`config.mk`:
```
export PLATFORM = sky130hd
export DESIGN_NAME = bk_pipe_adder
export DESIGN_NICKNAME = d
export VERILOG_FILES = /design/src/rtl/bk_pipe_adder.sv
export SDC_FILE = /design/constraint.sdc
export NUM_CORES = 1
export LEC_CHECK = 0
export ABC_AREA = 1
export CORE_ASPECT_RATIO = 1.1
export CORE_UTILIZATION = 40
export CTS_CLUSTER_SIZE = 28
export DETAILED_ROUTE_END_ITERATION = 8
export SYNTH_ARGS = -nofsm -noshare
export SYNTH_HDL_FRONTEND = slang
export SYNTH_SLANG_ARGS = --single-unit
```
`constraint.sdc`:
```
create_clock -name clk -period 4.55 [get_ports clk]
set_clock_uncertainty 0.15 [all_clocks]
set_input_delay 0.91 -clock clk [delete_from_list [all_inputs] [get_ports clk]]
set_output_delay 0.91 -clock clk [all_outputs]
set_load 0.02 [all_outputs]
```
`src/rtl/bk_pipe_adder.sv`:
```
// Two-stage pipelined Brent-Kung adder with ADD/SUB/accumulate/load modes
// and optional signed saturation; the accumulator lives alongside stage 2.
module bk_pipe_adder #(
  parameter int WIDTH = 16,
  parameter bit SAT   = 1'b0
) (
  input  logic             clk,
  input  logic             rst_n,
  input  logic             in_valid,
  input  logic [WIDTH-1:0] a,
  input  logic [WIDTH-1:0] b,
  input  logic             cin,
  input  logic [1:0]       mode,
  output logic             out_valid,
  output logic [WIDTH-1:0] sum,
  output logic             cout,
  output logic             ovf
);

  typedef enum logic [1:0] {
    MODE_ADD  = 2'b00,
    MODE_SUB  = 2'b01,
    MODE_ACC  = 2'b10,
    MODE_LOAD = 2'b11
  } mode_t;

  localparam int LOG    = $clog2(WIDTH);
  localparam int NSTAGE = 2 * LOG - 1;

  localparam logic [WIDTH-1:0] SAT_MAX = {1'b0, {(WIDTH-1){1'b1}}};
  localparam logic [WIDTH-1:0] SAT_MIN = {1'b1, {(WIDTH-1){1'b0}}};

  logic             s1_valid;
  logic [WIDTH-1:0] s1_a;
  logic [WIDTH-1:0] s1_b;
  logic             s1_cin;
  mode_t            s1_mode;
  logic [WIDTH-1:0] acc;

  logic [WIDTH-1:0] op_x;
  logic [WIDTH-1:0] op_y;
  logic             op_c;
  logic [WIDTH-1:0] gen;
  logic [WIDTH-1:0] prop;
  logic [WIDTH-1:0] gs [0:NSTAGE];
  logic [WIDTH-1:0] ps [0:NSTAGE];
  logic [WIDTH-1:0] raw_sum;
  logic             raw_cout;
  logic             raw_ovf;
  logic [WIDTH-1:0] result;

  always_ff @(posedge clk) begin
    if (!rst_n) begin
      s1_valid <= 1'b0;
    end else begin
      s1_valid <= in_valid;
    end
  end

  always_ff @(posedge clk) begin
    if (in_valid) begin
      s1_a    <= a;
      s1_b    <= b;
      s1_cin  <= cin;
      s1_mode <= mode_t'(mode);
    end
  end

  // LOAD adds zero with no carry, so cout and ovf fall out as 0 naturally.
  always_comb begin
    op_x = s1_a;
    op_y = s1_b;
    op_c = s1_cin;
    case (s1_mode)
      MODE_ADD: begin
        op_x = s1_a;
        op_y = s1_b;
        op_c = s1_cin;
      end
      MODE_SUB: begin
        op_x = s1_a;
        op_y = ~s1_b;
        op_c = 1'b1;
      end
      MODE_ACC: begin
        op_x = acc;
        op_y = s1_a;
        op_c = s1_cin;
      end
      default: begin
        op_x = s1_a;
        op_y = '0;
        op_c = 1'b0;
      end
    endcase
  end

  assign gen  = op_x & op_y;
  assign prop = op_x ^ op_y;

  // Carry-in folded into bit 0's generate so every prefix carry includes it.
  assign gs[0] = {gen[WIDTH-1:1], gen[0] | (prop[0] & op_c)};
  assign ps[0] = prop;

  for (genvar l = 0; l < LOG; l++) begin : g_up
    for (genvar i = 0; i < WIDTH; i++) begin : g_bit
      if (((i + 1) % (2 ** (l + 1))) == 0) begin : g_op
        assign gs[l+1][i] = gs[l][i] | (ps[l][i] & gs[l][i-(2**l)]);
        assign ps[l+1][i] = ps[l][i] & ps[l][i-(2**l)];
      end else begin : g_pass
        assign gs[l+1][i] = gs[l][i];
        assign ps[l+1][i] = ps[l][i];
      end
    end
  end

  for (genvar k = 1; k < LOG; k++) begin : g_down
    for (genvar i = 0; i < WIDTH; i++) begin : g_bit
      localparam int L = LOG - 1 - k;
      if ((((i + 1) % (2 ** (L + 1))) == (2 ** L)) && (i >= (2 ** (L + 1)))) begin : g_op
        assign gs[LOG+k][i] = gs[LOG+k-1][i] | (ps[LOG+k-1][i] & gs[LOG+k-1][i-(2**L)]);
        assign ps[LOG+k][i] = ps[LOG+k-1][i] & ps[LOG+k-1][i-(2**L)];
      end else begin : g_pass
        assign gs[LOG+k][i] = gs[LOG+k-1][i];
        assign ps[LOG+k][i] = ps[LOG+k-1][i];
      end
    end
  end

  assign raw_sum  = prop ^ {gs[NSTAGE][WIDTH-2:0], op_c};
  assign raw_cout = gs[NSTAGE][WIDTH-1];
  assign raw_ovf  = (op_x[WIDTH-1] == op_y[WIDTH-1]) && (raw_sum[WIDTH-1] != op_x[WIDTH-1]);

  always_comb begin
    result = raw_sum;
    if (SAT && raw_ovf) begin
      result = op_x[WIDTH-1] ? SAT_MIN : SAT_MAX;
    end
  end

  // acc shares the stage-2 edge so a following ACC sees it without a stall.
  always_ff @(posedge clk) begin
    if (!rst_n) begin
      out_valid <= 1'b0;
      sum       <= '0;
      cout      <= 1'b0;
      ovf       <= 1'b0;
      acc       <= '0;
    end else begin
      out_valid <= s1_valid;
      if (s1_valid) begin
        sum  <= result;
        cout <= raw_cout;
        ovf  <= raw_ovf;
        if (s1_mode == MODE_ACC || s1_mode == MODE_LOAD) begin
          acc <= result;
        end
      end
    end
  end

endmodule

```
==> results of run 1 <==
==> through the flow <==
stage	util, %	worst slack [ps]	std cells	power, W
global route	52.6	352	529	0.00173
CTS	52.6	705	529	0.00165
floorplan	-	1250	361	0.00103
global placement	50.4	794	513	0.00116
finish	52.6	697	529	0.00163
detailed placement	50.4	705	513	0.00117
==> power breakdown <==
| group | internal (W) | switching, W | leakage, nW | total, W |
|---|---|---|---|---|
| combinational | 0.000178 | 0.000224 | 1.08 | 0.000403 |
| clock | 0.000249 | 0.000222 | 0.0945 | 0.000471 |
| sequential | 0.000724 | 0.0000280 | 0.639 | 0.000752 |
==> worst min path at each step <==
stage / startpoint / to / slack [ps] / depth (start not counted)
floorplan: acc[6]$_SDFFE_PN0P_ / acc[6]$_SDFFE_PN0P_ / 300 / 2
global placement: sum[3]$_SDFFE_PN0P_ / sum[3]$_SDFFE_PN0P_ / 310 / 2
detailed placement: sum[3]$_SDFFE_PN0P_ / sum[3]$_SDFFE_PN0P_ / 320 / 2
CTS: sum[3]$_SDFFE_PN0P_ / sum[3]$_SDFFE_PN0P_ / 340 / 2
global route: acc[2]$_SDFFE_PN0P_ / acc[2]$_SDFFE_PN0P_ / 360 / 2
finish: sum[9]$_SDFFE_PN0P_ / sum[9]$_SDFFE_PN0P_ / 340 / 2
==> kinds of logic after synthesis <==
| family | Yosys count | synth area share, % |
|---|---|---|
| mux | 4 | 1.32 |
| compound gates | 93 | 15.6 |
| simple gates | 95 | 11.2 |
| flops | 71 | 51.9 |
| xor+xnor | 7 | 1.80 |
| fa+ha+maj | 23 | 10.4 |
| buf+inv | 68 | 7.78 |
==> worst reg2reg max path: stages, from the launching register on <==
cell and delay, ps:
edfxtp_1 630, or2_1 540, o221ai_1 240, fa_1 420
inv_1 80, fa_1 150, inv_1 60, nand3_1 60
nand2_1 80, nand2_1 70, nand2_1 80, nand2_1 70
nand2_1 90, nand2_1 80, nand2_1 70, fa_1 470
or2_2 310, nand2_1 70, a21oi_1 50
==> layer usage <==
| metal | vias up | share of wire (%) | global-route usage, % |
|---|---|---|---|
| li1 | 1325 | - | - |
| met1 | 1120 | 53 | 23.2 |
| met2 | 67 | 42 | 23.4 |
| met3 | 11 | 4.1 | 2.47 |
| met4 | 0 | 1.8 | 8.56 |
| met5 | - | 0 | 0 |
==> cell type report <==
type / instances / area (um^2)
clock inverter: 5 / 48.8
fill: 760 / 3830
timing repair buffer: 62 / 606
sequential: 71 / 1770
inverter: 50 / 188
multi-input combinational: 222 / 1370
clock buffer: 11 / 131
tap: 108 / 135
==> sequential cells by signal, indices dropped and copies added, names as in the netlist, 2 cells and up <==
| register | flops |
|---|---|
| s1_mode | 2 |
| acc | 16 |
| s1_a | 16 |
| sum | 16 |
| s1_b | 16 |
==> cells in the final DEF (no fill, tap or decap), types with 2 or more instances in the layout <==
cell             count
o221ai_1             6
mux2_2               4
clkinv_2             3
buf_4                6
clkdlybuf4s50_1     56
nor2_1              26
clkinv_1             2
edfxtp_1            35
o21ai_0             32
a21oi_1             33
a21o_1               2
inv_1               48
xnor2_1              4
xor2_1               3
dfxtp_1             36
o21ai_1              4
clkbuf_1             2
nand3_1             14
o211ai_1            12
clkbuf_8             9
fa_1                 9
nand2_1             52
ha_1                14
==> metrics.txt, run 1 <==
worst reg2reg setup slack=700 ps; fmax=260 MHz; initial antenna violation count=0; leakage power figure=1.81 nW; setup repair after global routing missed its margin=false; count of buffers from port buffering=56; GRT Overall Usage=16.1%; CTS H-Tree Depth=3; Critical R2R Capture=ovf$_SDFFE_PN0P_; Die W=90.0 um; TritonRoute pass-1 iters=4; ratio of cells with drive above 1 in the final layout=6.18%; number of vias in the routed layout=2523; arrival time of the worst setup path=3930 ps; Synth area leader=edfxtp_1; number of gates given a new drive strength after cts=0; total routed wirelength=6.71 mm; TritonCTS Buffers=9; worst hold slack=336 ps; share of synthesized flip-flops with an asynchronous set or reset=0%; post-route antenna net violation count=0; DRC violations left=0; clock root buffer=clkbuf_8; worst-path cell with the longest stage delay=edfxtp_1; worst flop-to-flop path startpoint=s1_mode[1]$_DFFE_PP_; time the final worst path needs with I/O delays and setup=3850 ps; critical path endpoint category=flop; synth top area cells=edfxtp_1 (31%), dfxtp_1 (21%), nand2_1 (5.7%), fa_1 (5.3%), inv_1 (5.3%); maximum VDD drop=0.000237 V; DPL Wire Length=4.97 mm; post-synthesis sequential area ratio=51.9%; cell types with the highest counts after synthesis=nand2_1 (52), inv_1 (48), dfxtp_1 (36), edfxtp_1 (35), a21oi_1 (33); Die Y=98.9 um; Critical Path Stages=18; biggest cell delay along the critical path=630 ps; R2R depth=18; violation count after the first detailed-route iteration=126; die area=8900 um^2; final period utilization=84.7%; maximum number of pins on one net before global-route repair=37; most instantiated library cell after synthesis=nand2_1; number of diodes=0; cell count after synthesis=361; crit path to=ovf$_SDFFE_PN0P_; number of top-level pins=57; launch point of the worst path=s1_mode[1]$_DFFE_PP_; number of buffer and inverter stages on the critical path=2; Finish-stage setup viols=0; Power per Cell Area=382 nW/um^2; clock input transition at the sequential cells of the worst setup and hold paths=70 ps; number of global-route vias before repair=2336; area share of the leading cell type in the synthesized netlist=30.8%; net count of the mapped netlist=422; Site Rows=34; initial standard-cell utilization of the core=42.2%; area growth from synthesis to final layout=24.7%; count of different cell masters after synthesis=29; buffer levels on the longest clock path=2; headroom to the max-slew limit=55.1%; final number of max-transition violations=0; post-place instance area=4070 um^2; slew at the pin closest to its max-slew limit=669 ps; CTS sink cnt=71; run status=finished clean; hold violation total from the final report=0; Avg Inst Size Synth=9.45 um^2; later-pin clock latency in the skew report=340 ps; number of warnings issued by yosys=0; number of max-cap violations=0; CP startpoint kind=flop; leftover overflow at the end of global routing=0; aggregate negative setup slack=0 ps; most common cell type on the critical path=nand2_1; Placeable Area=8080 um^2; number of vias per cell after detailed routing=4.77; worst-path maximum fanout=17; post-route cell area=4250 um^2; Post-layout nets=477; Setup Fix Bufs, Post-CTS=0; classification of the worst-slack hold path=reg -> reg; wire length of the first global-routing pass=11.2 mm; detail-routed net length per standard cell=12.7 um; required time of the critical path=4630 ps; critical path cell sequence=or2_1 > o221ai_1 > fa_1 > inv_1 > fa_1 > inv_1 > nand3_1 > nand2_1 > nand2_1 > nand2_1 > nand2_1 > nand2_1 > nand2_1 > nand2_1 > fa_1 > or2_2 > nand2_1 > a21oi_1; post-synthesis register bit count=71; Post-synth EDFFs=35; cell family with most CP delay=simple AND/OR/NAND/NOR gates; category of the critical setup timing path=reg -> reg; Post-Syn Area=3410 um^2; placer congestion estimate=0.823; Synth Flop Type=dfxtp_1; CTS hold repair buffers=0; TritonCTS clock tree=done
Note: power is estimated with default switching activity, not from simulation.
==> run 2, diff against run 1 <==
--- a/config.mk
+++ b/config.mk
@@ -10,6 +10,7 @@
 export CORE_UTILIZATION = 40
 export CTS_CLUSTER_SIZE = 28
 export DETAILED_ROUTE_END_ITERATION = 8
+export PLACE_DENSITY = 0.65
 export SYNTH_ARGS = -nofsm -noshare
 export SYNTH_HDL_FRONTEND = slang
 export SYNTH_SLANG_ARGS = --single-unit
==> constraint.sdc (replaced) <==
create_clock -name clk -period 3.5 [get_ports clk]
set_clock_uncertainty 0.15 [all_clocks]
set_input_delay 0.7 -clock clk [delete_from_list [all_inputs] [get_ports clk]]
set_output_delay 0.7 -clock clk [all_outputs]
set_load 0.02 [all_outputs]
==> metrics.txt, run 2 (synthesis gave the netlist of run 1 again) <==
initial standard-cell utilization of the core=42.2% (unchanged); biggest cell delay along the critical path=480 ps (-150 ps); number of cells on the worst hold path=2 (unchanged); CTS sink cnt=71 (unchanged); Placeable Area=8080 um^2 (unchanged); TritonCTS clock tree=done; DPL Wire Length=5.05 mm (+1.5%); non-filler instance count after layout=538 (+1.7%); number of max-cap violations=0 (unchanged); number of vias per cell after detailed routing=4.82 (+1.0%); number of buffer and inverter stages on the critical path=6 (+4); required time of the critical path=3590 ps (-1040 ps); critical path endpoint category=flop; classification of the worst-slack hold path=reg -> reg; worst-path maximum fanout=7 (-10); final period utilization=94.2% (+9.5 points); area growth from synthesis to final layout=30.7%; Die W=90.0 um (unchanged); worst reg2reg setup slack=200 ps (-490 ps); arrival time of the worst setup path=3390 ps (-540 ps); later-pin clock latency in the skew report=350 ps (about the same); sequential share of power=42.9% (-3.4 points); buffer levels on the longest clock path=2 (unchanged); critical path cell sequence=or2_4 > buf_4 > nand2_1 > fa_2 > inv_1 > fa_1 > inv_2 > nand3_1 > nand2_2 > nand2_1 > nand2_2 > nand2_1 > nand2_2 > inv_1 > fa_2 > xnor2_2 > inv_1 > nand2_1 > o211ai_1 > inv_1; total routed wirelength=6.86 mm (+2.2%); DRC violations left=0 (unchanged); CP startpoint kind=flop; category of the critical setup timing path=reg -> reg; internal portion of total power=0.00163 W (+42%); time the final worst path needs with I/O delays and setup=3300 ps (-555 ps); placer congestion estimate=0.886 (+7.6%); maximum VDD drop=0.000245 V (+3.5%); hold path startpoint=sum[5]$_SDFFE_PN0P_; leftover overflow at the end of global routing=0 (unchanged); total instance count after detailed placement=519 (+1.2%); maximum number of pins on one net before global-route repair=37 (unchanged); wire length of the first global-routing pass=11.7 mm (+4.2%); terminating pin of the worst hold path=sum[5]$_SDFFE_PN0P_; Post-layout nets=486 (+1.9%); worst slack, placed=4.12 ps (-701 ps); worst-path cell with the longest stage delay=edfxtp_1; count of buffers from port buffering=56 (unchanged); launch point of the worst path=s1_mode[1]$_DFFE_PP_; most common cell after layout, fill and taps aside=clkdlybuf4s50_1; violation count after the first detailed-route iteration=162 (+29%); clock input transition at the sequential cells of the worst setup and hold paths=70 ps (about the same); number of diodes=0 (unchanged); total power consumption of the routed design=0.00228 W (+40%); switching power=0.000648 W (+37%); TritonCTS Buffers=9 (unchanged); leakage power figure=1.90 nW (+4.9%); post-route antenna net violation count=0 (unchanged); hold violation total from the final report=0 (unchanged); worst flop-to-flop path startpoint=s1_mode[1]$_DFFE_PP_; detail-routed net length per standard cell=12.7 um (+0.50%); number of top-level pins=57 (unchanged); aggregate negative setup slack=0 ps (unchanged); die area=8900 um^2 (unchanged); number of global-route vias before repair=2477 (+6.0%); Critical R2R Capture=sum[13]$_SDFFE_PN0P_; slew at the pin closest to its max-slew limit=684 ps (+14.6 ps); GRT Overall Usage=16.9% (+0.78 points); Die Y=98.9 um (unchanged); TritonRoute pass-1 iters=4 (unchanged); Switching Fraction=28.4% (-0.74 points); CTS H-Tree Depth=3 (unchanged); CTS hold repair buffers=0 (unchanged); worst hold slack=338 ps (+1.57 ps); most frequent cells in the layout=clkdlybuf4s50_1 (56), nand2_1 (48), inv_1 (47); Site Rows=34 (unchanged); Power per Cell Area=511 nW/um^2 (+34%); clock network fraction of design power=32.1% (+3.1 points); fmax=303 MHz (+17%); headroom to the max-slew limit=54.1% (-0.98 points); clock root buffer=clkbuf_8; final setup slack of the worst path=203 ps (-495 ps); final number of max-transition violations=0 (unchanged); R2R depth=20 (+2); initial antenna violation count=0 (unchanged); portion of total power attributed to combinational logic=25.0% (+0.2 points); ratio of cells with drive above 1 in the final layout=12.3% (+6.1 points); run status=finished clean; cell family with most CP delay=adder cells; Finish-stage setup viols=0 (unchanged); number of vias in the routed layout=2592 (+2.7%)
[run 2: cell count changes in the layout (fill, tap and decap cells not counted), moves of 3 or more]
| cell | previous run | this run |
|---|---|---|
| buf_4 | 6 | 12 |
| clkbuf_8 | 9 | 13 |
| clkinv_2 | 3 | 0 |
| fa_1 | 9 | 5 |
| fa_2 | 0 | 4 |
| nand2_1 | 52 | 48 |
| nand2_2 | 0 | 3 |
[run 2: worst max-delay path by stage]
stage                                end  slack [ps]  cells after the start
global placement        ovf$_SDFFE_PN0P_         150                     20
floorplan           sum[13]$_SDFFE_PN0P_         200                     22
detailed placement  sum[13]$_SDFFE_PN0P_           4                     20
finish              sum[13]$_SDFFE_PN0P_         200                     20
CTS                 sum[13]$_SDFFE_PN0P_          -2                     20
global route        sum[15]$_SDFFE_PN0P_         -10                     22
[run 2: through the flow]
step                util, %  instance area (um^2)
floorplan                 -                  3410
global placement       51.1                  4130
detailed placement     51.1                  4130
CTS                    54.0                  4370
global route           55.2                  4460
finish                 55.2                  4460
[run 2: worst register-to-register path, delay by kind of cell (launching register included)]
kind | cells | cell delay, ps
xor+xnor | 1 | 130
fa+ha+maj | 3 | 960
simple gates | 9 | 940
compound gates | 1 | 80
flops | 1 | 480
buf+inv | 6 | 470
[run 2: power groups by stage]
stage	Clock [W]	Sequential, W	Combinational [W]
2_1_floorplan	0	0.00101	0.000327
3_3_place_gp	0	0.000993	0.000529
3_5_place_dp	0	0.000994	0.000539
4_1_cts	0.000746	0.000976	0.000542
5_1_grt	0.000786	0.000986	0.000643
6_report	0.000732	0.000977	0.000570
[run 2: layer usage]
layer,GRT usage [%],routed length [um],vias up
li1,-,-,1339
met4,7.94,186,0
met3,4.01,238,14
met1,22.5,3410,1183
met2,26.0,3020,56
met5,0,0,-
[run 2: layout make-up]
class	instances	area (um^2)
clock buffers	16	236
fillers	725	3620
inverters	50	188
multi-input cells	222	1430
flip-flops and latches	71	1770
well taps	108	135
repair buffers	71	693
[run 2: timing repair]
item	4_1_cts	5_1_grt
setup buffers	0	3
endpoints found under the setup margin	1	13
gates resized for setup	0	19
pin swaps	0	2
